$ cat config.mk
export PLATFORM = sky130hd
export DESIGN_NAME = traffic_light_controller_flat
export DESIGN_NICKNAME = d
export VERILOG_FILES = /design/src/rtl/traffic_light_if.sv /design/src/rtl/traffic_light_controller.sv /design/src/flat_wrapper.sv
export SDC_FILE = /design/constraint.sdc
export NUM_CORES = 1
export LEC_CHECK = 0
export ABC_CLOCK_PERIOD_IN_PS = 2800
export BUFFER_PORTS_ARGS = -buffer_cell sky130_fd_sc_hd__buf_2
export CAP_MARGIN = 15
export CORE_MARGIN = 5
export CORE_UTILIZATION = 54
export DETAILED_ROUTE_END_ITERATION = 8
export PLACE_DENSITY = 0.85
export REMOVE_ABC_BUFFERS = 1
export SLEW_MARGIN = 20
export SYNTH_ARGS = -nofsm -noshare
export SYNTH_HDL_FRONTEND = slang
export SYNTH_SLANG_ARGS = --single-unit
$ cat constraint.sdc
create_clock -name clk -period 2.8 [get_ports clk]
set_input_delay 0.14 -clock clk [delete_from_list [all_inputs] [get_ports clk]]
set_output_delay 0.14 -clock clk [all_outputs]
set_load 0.05 [all_outputs]
$ cat src/rtl/traffic_light_if.sv
// Signal bundle between the intersection sequencer and its surroundings
// (tick source, push-button, night switch, lamp drivers, countdown display).
interface traffic_light_if;
  logic       sec_tick;
  logic       ped_req;
  logic       night_mode;
  logic [2:0] ns_light;
  logic [2:0] ew_light;
  logic [6:0] remaining;
  logic [2:0] phase;

  modport master (
    output sec_tick, ped_req, night_mode,
    input  ns_light, ew_light, remaining, phase
  );

  modport slave (
    input  sec_tick, ped_req, night_mode,
    output ns_light, ew_light, remaining, phase
  );
endinterface

$ cat src/rtl/traffic_light_controller.sv
// Two-road intersection sequencer with per-phase down-counter, pedestrian
// green shortening and night flashing-yellow mode.
module traffic_light_controller #(
  parameter int unsigned pGREEN_NS = 30,
  parameter int unsigned pGREEN_EW = 25,
  parameter int unsigned pYELLOW   = 3,
  parameter int unsigned pALL_RED  = 2,
  parameter int unsigned pPED_MIN  = 5
) (
  input  logic            clk,
  input  logic            rst,
  traffic_light_if.slave  tl
);

  typedef enum logic [2:0] {
    NS_G  = 3'd0,
    NS_Y  = 3'd1,
    AR1   = 3'd2,
    EW_G  = 3'd3,
    EW_Y  = 3'd4,
    AR2   = 3'd5,
    FLASH = 3'd6
  } phase_e;

  localparam logic [6:0] LD_NS_G = 7'(pGREEN_NS - 1);
  localparam logic [6:0] LD_EW_G = 7'(pGREEN_EW - 1);
  localparam logic [6:0] LD_Y    = 7'(pYELLOW - 1);
  localparam logic [6:0] LD_AR   = 7'(pALL_RED - 1);
  localparam logic [6:0] LD_PED  = 7'(pPED_MIN - 1);

  localparam logic [2:0] LAMP_R   = 3'b100;
  localparam logic [2:0] LAMP_Y   = 3'b010;
  localparam logic [2:0] LAMP_G   = 3'b001;

  phase_e     phase_q, phase_d;
  logic [6:0] rem_q, rem_d;
  logic       ped_pending_q, ped_pending_d;
  logic       flash_ph_q, flash_ph_d;
  logic [2:0] ns_light_q, ns_light_d;
  logic [2:0] ew_light_q, ew_light_d;

  function automatic phase_e next_of(input phase_e p);
    case (p)
      NS_G:    next_of = NS_Y;
      NS_Y:    next_of = AR1;
      AR1:     next_of = EW_G;
      EW_G:    next_of = EW_Y;
      EW_Y:    next_of = AR2;
      default: next_of = NS_G;
    endcase
  endfunction

  function automatic logic [6:0] load_of(input phase_e p);
    case (p)
      NS_G:       load_of = LD_NS_G;
      EW_G:       load_of = LD_EW_G;
      NS_Y, EW_Y: load_of = LD_Y;
      AR1, AR2:   load_of = LD_AR;
      default:    load_of = '0;
    endcase
  endfunction

  always_comb begin
    phase_d       = phase_q;
    rem_d         = rem_q;
    flash_ph_d    = flash_ph_q;
    ped_pending_d = ped_pending_q | tl.ped_req;
    if (phase_q == FLASH) ped_pending_d = 1'b0;

    if (3'(phase_q) == 3'd7) begin
      phase_d    = AR2;
      rem_d      = LD_AR;
      flash_ph_d = 1'b0;
    end else if (tl.sec_tick) begin
      // Night mode outranks both the phase-end and the pedestrian rules.
      if (tl.night_mode && phase_q != FLASH) begin
        phase_d       = FLASH;
        rem_d         = '0;
        flash_ph_d    = 1'b1;
        ped_pending_d = 1'b0;
      end else if (phase_q == FLASH) begin
        if (tl.night_mode) begin
          flash_ph_d = ~flash_ph_q;
        end else begin
          phase_d    = AR2;
          rem_d      = LD_AR;
          flash_ph_d = 1'b0;
        end
      end else if (rem_q == '0) begin
        phase_d = next_of(phase_q);
        rem_d   = load_of(next_of(phase_q));
        if (next_of(phase_q) == AR1 || next_of(phase_q) == AR2)
          ped_pending_d = tl.ped_req;
      end else if ((phase_q == NS_G || phase_q == EW_G) && ped_pending_q
                   && rem_q > LD_PED) begin
        rem_d = LD_PED;
      end else begin
        rem_d = rem_q - 7'd1;
      end
    end

    case (phase_d)
      NS_G:    begin ns_light_d = LAMP_G; ew_light_d = LAMP_R; end
      NS_Y:    begin ns_light_d = LAMP_Y; ew_light_d = LAMP_R; end
      EW_G:    begin ns_light_d = LAMP_R; ew_light_d = LAMP_G; end
      EW_Y:    begin ns_light_d = LAMP_R; ew_light_d = LAMP_Y; end
      FLASH:   begin
        ns_light_d = {1'b0, flash_ph_d, 1'b0};
        ew_light_d = {1'b0, flash_ph_d, 1'b0};
      end
      default: begin ns_light_d = LAMP_R; ew_light_d = LAMP_R; end
    endcase
  end

  always_ff @(posedge clk) begin
    if (rst) begin
      phase_q       <= NS_G;
      rem_q         <= LD_NS_G;
      ped_pending_q <= 1'b0;
      flash_ph_q    <= 1'b0;
      ns_light_q    <= LAMP_G;
      ew_light_q    <= LAMP_R;
    end else begin
      phase_q       <= phase_d;
      rem_q         <= rem_d;
      ped_pending_q <= ped_pending_d;
      flash_ph_q    <= flash_ph_d;
      ns_light_q    <= ns_light_d;
      ew_light_q    <= ew_light_d;
    end
  end

  assign tl.ns_light  = ns_light_q;
  assign tl.ew_light  = ew_light_q;
  assign tl.remaining = rem_q;
  assign tl.phase     = 3'(phase_q);

endmodule

$ cat src/flat_wrapper.sv
// flat-port wrapper written by rule: the top's interface ports become plain ports
module traffic_light_controller_flat 
#(
  parameter int unsigned pGREEN_NS = 30,
  parameter int unsigned pGREEN_EW = 25,
  parameter int unsigned pYELLOW   = 3,
  parameter int unsigned pALL_RED  = 2,
  parameter int unsigned pPED_MIN  = 5
)
  (clk, rst, tl_sec_tick, tl_ped_req, tl_night_mode, tl_ns_light, tl_ew_light, tl_remaining, tl_phase);
  traffic_light_if tl_i ();
  input  logic clk;
  input  logic rst;
  input wire logic [$bits(tl_i.sec_tick)-1:0] tl_sec_tick;
  input wire logic [$bits(tl_i.ped_req)-1:0] tl_ped_req;
  input wire logic [$bits(tl_i.night_mode)-1:0] tl_night_mode;
  output wire logic [$bits(tl_i.ns_light)-1:0] tl_ns_light;
  output wire logic [$bits(tl_i.ew_light)-1:0] tl_ew_light;
  output wire logic [$bits(tl_i.remaining)-1:0] tl_remaining;
  output wire logic [$bits(tl_i.phase)-1:0] tl_phase;
  assign tl_i.sec_tick = tl_sec_tick;
  assign tl_i.ped_req = tl_ped_req;
  assign tl_i.night_mode = tl_night_mode;
  assign tl_ns_light = tl_i.ns_light;
  assign tl_ew_light = tl_i.ew_light;
  assign tl_remaining = tl_i.remaining;
  assign tl_phase = tl_i.phase;
  traffic_light_controller #(.pGREEN_NS(pGREEN_NS), .pGREEN_EW(pGREEN_EW), .pYELLOW(pYELLOW), .pALL_RED(pALL_RED), .pPED_MIN(pPED_MIN)) u_core (.clk(clk), .rst(rst), .tl(tl_i));
endmodule
==> results by group, run 1 <==
Clock network
  • CTS clk-pin slew, worst paths: 0.11 ns
  • CTS H-tree lvls: 1
  • CTS Buf Count: 3
  • Hold buffers post-CTS: 0
  • Clock Tree Buf Depth: 2
  • Post-CTS setup buffers: 0
  • Root buf cell: clkbuf_4
  • CTS tree: yes
  • CTS Sinks: 18
  • Post-CTS sizing: 0
  • Clk_lat worst skew: 0.30 ns

Synth
  • Ys async rst share: 0%
  • Post-synth EDFFs: 0
  • Post-Synth XOR/XNOR Area: 2.34%
  • Syn avg cell area: ~8.1 um^2
  • Synth Area in Compound Gates: about 30%
  • Dominant synthesized flop cell: dfxtp_1
  • Synth Instances: 139
  • Mux cell area share after synthesis: 0.892%
  • Yosys top cell by area: dfxtp_1
  • Post-synthesis adder-cell area fraction: 2.23%
  • Library cells used by synthesis: 43
  • Ys Warns: 0
  • Register bit total from synthesis: 18
  • Register area share after synthesis: 32.1%
  • Synth top area share: approximately a third
  • Mapped cell area: 1120 um^2
  • Largest cells by area after synthesis: dfxtp_1 (32%), a21oi_1 (7.1%), nand2_1 (4.7%)
  • Synth Area in Simple Gates: 26.5%
  • Largest family of logic cells by synthesized area: compound AO/OA/AOI/OAI gates

Power and ir drop
  • Sw Share: 34.9%
  • Combinational group share of total power: 25.9%
  • Clk network pwr share: a little over a quarter
  • Total power: 615 uW
  • P_int: 400 uW
  • PwrDens: 493 nW/um^2
  • Max VDD drop: 0.000357 V
  • Lkg Pwr: 0.000502 uW
  • Sequential power share: 47.4%
  • Net Sw Power: 215 uW

Floorplan
  • Core region area: 1960 um^2
  • Io pins: 21
  • FP Rows: 16
  • Die ar.: between 3000 and 4000 um^2
  • Die X: 55.6 um
  • Initial Utilization: 57.2%
  • Die H: 55.6 um

Finish
  • # fillers: 184
  • Register Area: 360 um^2
  • Area of the multi-input gates: around 690 um^2
  • P&R area growth vs syn: 11.1%
  • Nets: ~160
  • Most frequent cells in the layout: buf_2 (20), dfxtp_1 (18), a21oi_1 (16)
  • Final Core Density: a little under two thirds
  • Commonest non-fill, non-tap cell in the layout: buf_2
  • Ant diodes: 0
  • Share of cells above drive strength 1: 21.3%

Place
  • Gp weighted congestion: approximately 0.91
  • Port bufs: 20
  • DP HPWL: 1990 um

Global routing
  • Vias in the first global route: 1061
  • Largest net degree at the start of global routing: 18
  • First-pass GRT wire length: 4550 um
  • Overall routing resource usage: 17.8%
  • Initial antenna violation count: 0
  • Overflow after GRT: 0

Job
  • Max-cap violation count: 0

Worst setup path
  • Critical Path Fanout Max: 5
  • Max incr delay on CP: 0.46 ns
  • Crit. End Element: flop
  • WP data required: approximately 3.0 ns
  • Critical Path Start Type: flop
  • Critical path class: reg -> reg
  • CP cell instances: inv_1 > ha_1 > nand2b_1 > a2111oi_4 > nor2_2 > a221o_1 > a221o_1
  • CP max-delay cell: a2111oi_4
  • Most common cell on crit path: a221o_1
  • Worst Path Arrival: 2.47 ns

Timing
  • Hold_ws: approximately 0.11 ns
  • Final Setup Violations: 0
  • RSZ-0062 raised after global routing: no
  • Post-route clock skew: approximately 0.0066 ns
  • Final Max Slew Viols: 0
  • Worst Tran Pin Value: 0.627 ns
  • Final cycle utilization of the critical path: 81.0%
  • Hold violation count in the final report: 0
  • Total negative slack: 0 ns
  • Fmax: 441 MHz
  • Fin crit period: 2.27 ns
  • Slew headroom: between 50% and 60%

Outcome
  • Outcome: complete, no violations

Detailed routing
  • DR WL met3: around 190 um
  • TritonRoute pass-1 iters: 4
  • Final WL: 2720 um
  • WL/cell: between 10 and 15 um
  • Via count: 1122
  • Top routing layer in use: met4
  • Vias per inst: about 6.2
  • M1 WL: around 1100 um
  • DR WL met2: 1310 um
  • Number of nets still failing antenna checks after routing: 0
  • Post-route DRC: 0
  • Iteration-0 DRC Markers: 38

Hold path
  • HP Class: in -> reg
==> per-layer routing <==
| layer | GRT usage [%] | vias to the layer above |
|---|---|---|
| li1 | - | 537 |
| met2 | 31.4 | 54 |
| met1 | 21.0 | 522 |
| met4 | 7.99 | 0 |
| met3 | 2.55 | 9 |
| met5 | 0 | - |
==> sequential cells by signal (all words and copies together), names as in the netlist <==
name / flops
u_core.tl.phase: 3
u_core.flash_ph_q: 1
u_core.tl.ew_light: 3
u_core.tl.remaining: 7
u_core.ped_pending_q: 1
u_core.tl.ns_light: 3
==> power groups by stage <==
stage | clock [uW] | sequential, uW | combinational [uW]
2_1_floorplan | 0 | 340 | 74.5
3_3_place_gp | 0 | 296 | 156
3_5_place_dp | 0 | 297 | 159
4_1_cts | 165 | 291 | 159
5_1_grt | 175 | 294 | 172
6_report | 164 | 291 | 160
==> cell usage after synthesis (all sizes together), types with 2 or more instances <==
master	n
a211oi	4
a21o	3
a21oi	16
a221o	3
a2bb2oi	2
buf	3
clkbuf	5
dfxtp	18
ha	2
inv	6
nand2	14
nand2b	3
nand3	2
nand3b	2
nor2	14
nor2b	3
nor3	5
nor4	4
o21ai	9
o21bai	2
or4	2
xor2	3
==> layout make-up <==
type                            count  share of cell area (%)
Multi-Input combinational cell    107                    55.7
Sequential cell                    18                    28.9
Timing Repair Buffer               20                    8.02
Clock buffer                        4                    2.91
Tap cell                           27                    2.71
Inverter                            6                    1.81
==> per-stage QoR <==
step / instance area (um^2) / instances / setup slack, ns
finish: 1250 / 182 / 0.532
detailed placement: 1210 / 178 / 0.561
global placement: 1210 / 178 / 0.660
global route: 1250 / 182 / 0.427
floorplan: 1080 / 131 / 0.288
CTS: 1250 / 182 / 0.543
==> path summary, 6_finish.rpt <==
kind                                        from                                  end  depth (start not counted)  slack, ns
max          u_core.tl.remaining[0]$_SDFFE_PP1P_  u_core.tl.remaining[0]$_SDFFE_PP1P_                          7       0.53
min                                   tl_ped_req      u_core.ped_pending_q$_SDFF_PP0_                          3       0.11
min reg2reg  u_core.tl.remaining[1]$_SDFFE_PP0P_  u_core.tl.remaining[1]$_SDFFE_PP0P_                          2       0.50
max reg2reg  u_core.tl.remaining[0]$_SDFFE_PP1P_  u_core.tl.remaining[0]$_SDFFE_PP1P_                          7       0.53
==> cell families after synthesis <==
group | Yosys count
and+or+nand+nor | 54
DFF | 18
buffers and inverters | 14
xor gates and xnor gates | 3
muxes | 1
adders and majority gates | 2
AOI/OAI and AO/OA | 47
==> critical path, delay by kind of cell, from the launching register on <==
family,cells,cell delay (ns)
flip-flops,1,0.39
AO/OA/AOI/OAI,3,1.13
AND/OR/NAND/NOR,2,0.31
adder cells (fa/ha/maj),1,0.25
buffers and inverters,1,0.10
Power figures use the tool's default switching activity.
==> run 2: changes to the inputs <==
Settings changed: ABC_CLOCK_PERIOD_IN_PS 2800 to 2300.
Clock period 2.8 ns to 2.3 ns, I/O delays scaled along.
==> run 2 against run 1 <==
  * Global-route usage is 1.5 points higher
  * Final cell count is 2.7% higher
  * Sequential power is 20% higher
  * Clock skew up 0.0083 ns
  * Critical endpoint unchanged
  * Fmax grew 3.0%
  * Largest cell class unchanged
  * Via count up 2.9%
  * Worst hold slack got worse by 0.015 ns
  * Critical path type unchanged
  * Clock power grew 25%
  * Non-clock buffer count up 5
==> results by group, run 2 (same netlist as run 1, synthesis figures left out) <==
Power and ir drop
  • Lkg Pwr: 0.000529 uW (+5.4%)
  • Sequential power share: 46.0% (-1.4 points)
  • Sw Share: 35.3% (+0.36 points)
  • Clk network pwr share: 26.9% (+0.2 points)
  • P_int: 492 uW (+23%)
  • PwrDens: 591 nW/um^2 (+20%)
  • Combinational group share of total power: 27.2% (+1.3 points)
  • Net Sw Power: 269 uW (+25%)
  • Max VDD drop: 0.000463 V (+30%)

Detailed routing
  • Final WL: 2900 um (+6.9%)
  • Post-route DRC: 0 (unchanged)
  • Via count: 1155 (+2.9%)
  • WL/cell: 15.5 um (+4.0%)
  • Vias per inst: 6.18 (+0.19%)
  • TritonRoute pass-1 iters: 4 (unchanged)
  • Iteration-0 DRC Markers: 45 (+18%)
  • Number of nets still failing antenna checks after routing: 0 (unchanged)

Finish
  • Area of the multi-input gates: 694 um^2 (unchanged)
  • Final Core Density: 65.6% (+2.0 points)
  • Max reg flops: 7 (unchanged)
  • # fillers: 177 (-3.8%)
  • Finished Cell Area: 1290 um^2 (+3.2%)
  • Commonest non-fill, non-tap cell in the layout: buf_2
  • Register Area: 363 um^2 (+0.69%)
  • Ant diodes: 0 (unchanged)
  • Nets: 168 (+3.1%)
  • Cell Count, Final, Fillers Out: 187 (+2.7%)
  • Most frequent cells in the layout: buf_2 (20), a21oi_1 (16), dfxtp_1 (16)
  • Share of cells above drive strength 1: 25.0% (+3.7 points)
  • P&R area growth vs syn: 14.7%

Worst setup path
  • R2R setup slack: 0.1 ns (-0.43 ns)
  • WP data required: 2.51 ns (-0.49 ns)
  • Max incr delay on CP: 0.41 ns (-0.05 ns)
  • Worst Path Arrival: 2.41 ns (-0.06 ns)
  • Most common cell on crit path: a221o_1
  • Critical path buffers and inverters: 1 (unchanged)
  • CP max-delay cell: a2111oi_4
  • CP delay by family, top: compound AO/OA/AOI/OAI gates
  • Critical Path Fanout Max: 5 (unchanged)
  • CP cell instances: inv_1 > ha_1 > nand2b_1 > a2111oi_4 > nor2_2 > a221o_1 > a221o_1
  • Crit. End Element: flop
  • R2R cell count: 7 (unchanged)
  • Worst r2r dst: u_core.tl.remaining[0]$_SDFFE_PP1P_
  • Critical path class: reg -> reg
  • Critical Path Start Type: flop
  • Reg2reg start: u_core.tl.remaining[0]$_SDFFE_PP1P_

Timing
  • Total negative slack: 0 ns (unchanged)
  • Final Setup Violations: 0 (unchanged)
  • Hold_ws: 0.0966 ns (-0.0154 ns)
  • Fin crit period: 2.20 ns (-0.0653 ns)
  • Hold violation count in the final report: 0 (unchanged)
  • Final Max Slew Viols: 0 (unchanged)
  • Fmax: 454 MHz (+3.0%)
  • Slew headroom: 65.8% (+8.0 points)
  • RSZ-0062 raised after global routing: no
  • Final cycle utilization of the critical path: 95.8% (+15 points)
  • Post-route clock skew: 0.0149 ns (+0.00834 ns)
  • Worst Tran Pin Value: 0.508 ns (-0.119 ns)

Clock network
  • Post-CTS sizing: 0 (unchanged)
  • Post-CTS setup buffers: 0 (unchanged)
  • Root buf cell: clkbuf_4
  • Hold buffers post-CTS: 0 (unchanged)
  • CTS tree: yes
  • CTS Sinks: 18 (unchanged)
  • Clk_lat worst skew: 0.31 ns (about the same)
  • Clock Tree Buf Depth: 2 (unchanged)
  • CTS Buf Count: 3 (unchanged)
  • CTS clk-pin slew, worst paths: 0.12 ns (about the same)
  • CTS H-tree lvls: 1 (unchanged)

Hold path
  • HP Class: in -> reg
  • Hold Startpoint: tl_ped_req
  • Hold Path Depth: 3 (unchanged)
  • Hold path endpoint: u_core.ped_pending_q$_SDFF_PP0_

Floorplan
  • Initial Utilization: 57.2% (unchanged)
  • Die ar.: 3090 um^2 (unchanged)
  • Io pins: 21 (unchanged)
  • Core region area: 1960 um^2 (unchanged)
  • Die H: 55.6 um (unchanged)
  • FP Rows: 16 (unchanged)
  • Die X: 55.6 um (unchanged)

Global routing
  • First-pass GRT wire length: 4910 um (+7.7%)
  • Largest net degree at the start of global routing: 18 (unchanged)
  • Initial antenna violation count: 0 (unchanged)
  • Overall routing resource usage: 19.3% (+1.5 points)
  • Vias in the first global route: 1096 (+3.3%)
  • Overflow after GRT: 0 (unchanged)

Place
  • Port bufs: 20 (unchanged)
  • Cells after DPL: 183 (+2.8%)
  • Gp weighted congestion: 0.989 (+8.5%)
  • DP HPWL: 2190 um (+9.9%)
  • Placed inst area: 1250 um^2 (+3.1%)

Job
  • Max-cap violation count: 0 (unchanged)

Outcome
  • Outcome: complete, no violations
## run 2: layer usage
metal	global-route usage (%)	part of all wire [%]	up-vias	routed length [um]
li1	-	-	550	-
met1	24.1	42	537	1220
met2	31.6	48	59	1400
met3	3.71	7.5	9	218
met5	0	0	-	0
met4	9.38	2.1	0	62
## run 2: final cells by class
| cell class | count | share of cell area, % |
|---|---|---|
| Sequential cell | 18 | 28.2 |
| Clock buffer | 4 | 2.82 |
| Multi-Input combinational cell | 107 | 53.9 |
| Tap cell | 27 | 2.62 |
| Timing Repair Buffer | 25 | 10.7 |
| Inverter | 6 | 1.75 |
## run 2: power by group through the flow
stage	sequential [uW]	clock [uW]	combinational, uW
finish	350	205	207
global route	352	217	224
CTS	349	207	206
detailed placement	356	0	205
global placement	354	0	201
floorplan	413	0	90.7
## run 2: worst max path at each step
stage	end	start	slack, ns	cells past startpoint
2_1_floorplan	u_core.tl.remaining[0]$_SDFFE_PP1P_	u_core.tl.remaining[0]$_SDFFE_PP1P_	-0.21	7
3_3_place_gp	u_core.tl.remaining[0]$_SDFFE_PP1P_	u_core.tl.remaining[0]$_SDFFE_PP1P_	0.17	7
3_5_place_dp	u_core.tl.remaining[0]$_SDFFE_PP1P_	u_core.tl.remaining[0]$_SDFFE_PP1P_	0.02	7
4_1_cts	u_core.tl.remaining[0]$_SDFFE_PP1P_	u_core.tl.remaining[0]$_SDFFE_PP1P_	0.01	7
5_1_grt	u_core.tl.remaining[0]$_SDFFE_PP1P_	u_core.tl.remaining[0]$_SDFFE_PP1P_	0.008	7
6_report	u_core.tl.remaining[0]$_SDFFE_PP1P_	u_core.tl.remaining[0]$_SDFFE_PP1P_	0.1	7
## run 2: worst register-to-register path: cells and delay by family, from the launching register on
kind | cells | cell delay (ns)
AND/OR/NAND/NOR | 2 | 0.30
buffers and inverters | 1 | 0.08
adder cells (fa/ha/maj) | 1 | 0.25
AO/OA/AOI/OAI | 3 | 1.09
flip-flops | 1 | 0.38
## run 2: metrics by stage
step,power (uW),worst slack (ns)
after floorplan,504,-0.212
after global placement,555,0.167
after detailed placement,561,0.0248
after CTS,762,0.0135
after global routing,793,0.00835
final,761,0.0975
==> run 3: changes to the inputs <==
Settings changed: CAP_MARGIN 15 to unset, CORE_MARGIN 5 to unset.
==> run 3 against run 2 <==
  * Non-clock buffer count down 1
  * Final cell count down 0.53%
  * Largest power group unchanged
  * Global-route usage up 6.4 points
  * Total power down 0.23%
  * Register-to-register slack better by 0.03 ns
  * Sequential share of layout area down 0.055 points
  * Clock power about the same
  * Critical path depth unchanged
  * Combinational power about the same
  * Critical path type unchanged
  * Design area up 0.19%
  * Largest cell class unchanged
  * Flip-flop and latch count unchanged
==> results by group, run 3 (same netlist as run 1, synthesis figures left out) <==
Outcome
  • Outcome: complete, no violations

Worst setup path
  • R2R setup slack: 0.13 ns (+0.03 ns)
  • WP data required: 2.50 ns (about the same)
  • Critical path class: reg -> reg
  • Crit. End Element: flop
  • Reg2reg start: u_core.tl.remaining[0]$_SDFFE_PP1P_
  • Worst Path Arrival: 2.37 ns (-0.04 ns)
  • R2R cell count: 7 (unchanged)
  • Critical Path Start Type: flop
  • Critical Path Fanout Max: 5 (unchanged)
  • Worst r2r dst: u_core.tl.remaining[0]$_SDFFE_PP1P_

Timing
  • Fmax: 461 MHz (+1.6%)
  • PnR worst setup slack: 0.132 ns (+0.0343 ns)
  • Worst Tran Pin Value: 0.495 ns (-0.0136 ns)
  • Fin crit period: 2.17 ns (-0.0343 ns)
  • Hold violation count in the final report: 0 (unchanged)
  • Slew headroom: 67.0% (+1.1 points)
  • Final Setup Violations: 0 (unchanged)
  • RSZ-0062 raised after global routing: no
  • Post-route clock skew: 0.00411 ns (-0.0108 ns)
  • Final cycle utilization of the critical path: 94.3% (-1.5 points)
  • Final Max Slew Viols: 0 (unchanged)

Place
  • DP Worst Slack: 0.0216 ns (-0.00314 ns)
  • DP HPWL: 1960 um (-10%)
  • Gp weighted congestion: 0.975 (-1.4%)
  • Cells after DPL: 182 (-0.55%)
  • Port bufs: 20 (unchanged)

Floorplan
  • Die ar.: 2260 um^2 (-27%)
  • Initial Utilization: 57.2% (unchanged)
  • Die X: 47.6 um (-14%)
  • FP Rows: 16 (unchanged)
  • Io pins: 21 (unchanged)
  • Die H: 47.6 um (-14%)
  • Core region area: 1960 um^2 (unchanged)

Clock network
  • Clock Tree Buf Depth: 2 (unchanged)
  • CTS clk-pin slew, worst paths: 0.11 ns (about the same)
  • Root buf cell: clkbuf_4
  • CTS tree: yes
  • CTS H-tree lvls: 1 (unchanged)
  • CTS Buf Count: 3 (unchanged)
  • Clk_lat worst skew: 0.30 ns (about the same)
  • Post-CTS setup buffers: 0 (unchanged)
  • CTS Sinks: 18 (unchanged)

Detailed routing
  • Via count: 1116 (-3.4%)
  • TritonRoute pass-1 iters: 4 (unchanged)
  • Vias per inst: 6.00 (-2.9%)
  • Final WL: 2680 um (-7.6%)
  • Post-route DRC: 0 (unchanged)
  • WL/cell: 14.4 um (-7.1%)
  • Number of nets still failing antenna checks after routing: 0 (unchanged)
  • Iteration-0 DRC Markers: 61 (+36%)

Finish
  • Ant diodes: 0 (unchanged)
  • Nets: 167 (-0.60%)
  • Final Core Density: 65.8% (+0.13 points)
  • Cell Count, Final, Fillers Out: 186 (-0.53%)
  • Max reg flops: 7 (unchanged)
  • Commonest non-fill, non-tap cell in the layout: buf_2
  • # fillers: 178 (+0.56%)
  • Most frequent cells in the layout: buf_2 (20), a21oi_1 (16), dfxtp_1 (16)
  • P&R area growth vs syn: 14.9%
  • Share of cells above drive strength 1: 25.8% (+0.79 points)

Global routing
  • Vias in the first global route: 942 (-14%)
  • First-pass GRT wire length: 4120 um (-16%)
  • Initial antenna violation count: 0 (unchanged)
  • Overflow after GRT: 0 (unchanged)
  • Largest net degree at the start of global routing: 18 (unchanged)
  • Overall routing resource usage: 25.7% (+6.4 points)

Power and ir drop
  • Clk network pwr share: 26.6% (-0.3 points)
  • Total power: 759 uW (-0.23%)
  • Combinational group share of total power: 27.1% (about the same)
  • Max VDD drop: 0.000422 V (-8.8%)
  • P_int: 494 uW (+0.25%)
  • Sw Share: 35.0% (-0.31 points)
  • Net Sw Power: 266 uW (-1.1%)
  • PwrDens: 589 nW/um^2 (-0.42%)
  • Sequential power share: 46.3% (+0.3 points)
  • Lkg Pwr: 0.000527 uW (-0.46%)

Hold path
  • Hold path endpoint: u_core.ped_pending_q$_SDFF_PP0_
  • Hold Startpoint: tl_ped_req
  • HP Class: in -> reg
  • Hold Path Depth: 3 (unchanged)

Job
  • Max-cap violation count: 0 (unchanged)
[run 3: power groups by stage]
stage	Combinational, uW	Clock (uW)	Sequential (uW)
after floorplan	90.7	0	413
after global placement	197	0	356
after detailed placement	199	0	358
after CTS	200	206	350
after global routing	221	219	355
final	206	202	352
[run 3: repair_timing]
| item | 4_1_cts | 5_1_grt |
|---|---|---|
| gates resized for setup | 0 | 4 |
| pin swaps | 1 | 1 |
| endpoints found under the hold margin | 0 | 0 |
| setup endpoints to repair | 1 | 1 |
| hold buffers | 0 | 0 |
[run 3: worst max-delay path, stage by stage (launching register included)]
cell	delay, ns
dfxtp_2	0.37
inv_1	0.08
ha_2	0.22
nand2b_4	0.16
a2111oi_4	0.45
nor2_2	0.09
a221o_1	0.36
a221o_1	0.33
[run 3: worst max-delay path by stage]
| stage | cells past startpoint | start | endpoint |
|---|---|---|---|
| 2_1_floorplan | 7 | u_core.tl.remaining[0]$_SDFFE_PP1P_ | u_core.tl.remaining[0]$_SDFFE_PP1P_ |
| 3_3_place_gp | 7 | u_core.tl.remaining[0]$_SDFFE_PP1P_ | u_core.tl.remaining[0]$_SDFFE_PP1P_ |
| 3_5_place_dp | 7 | u_core.tl.remaining[0]$_SDFFE_PP1P_ | u_core.tl.remaining[0]$_SDFFE_PP1P_ |
| 4_1_cts | 7 | u_core.tl.remaining[0]$_SDFFE_PP1P_ | u_core.tl.remaining[0]$_SDFFE_PP1P_ |
| 5_1_grt | 7 | u_core.tl.remaining[0]$_SDFFE_PP1P_ | u_core.tl.remaining[0]$_SDFFE_PP1P_ |
| 6_report | 7 | u_core.tl.remaining[0]$_SDFFE_PP1P_ | u_core.tl.remaining[0]$_SDFFE_PP1P_ |
[run 3: area by class of cell]
type                    count  area, um^2  area share [%]
clock buffers               4        36.3            2.81
multi-input cells         107         704            54.6
well taps                  27        33.8            2.62
flip-flops and latches     18         363            28.1
repair buffers             24         130            10.1
inverters                   6        22.5            1.75
[run 3: stage by stage]
stage	cell area (um^2)	hold slack, ns	setup TNS (ns)
floorplan	1080	0.180	-0.212
CTS	1280	0.0874	0
global placement	1240	0.408	0
detailed placement	1240	0.413	0
global route	1290	0.0947	0
finish	1290	0.0906	0
[run 3: routing by layer]
metal | global-route usage [%] | up-vias | wire, um
met4 | 7.78 | 0 | 18
li1 | - | 546 | -
met5 | 0 | - | 0
met2 | 43.6 | 54 | 1360
met3 | 7.17 | 4 | 169
met1 | 31.8 | 512 | 1130
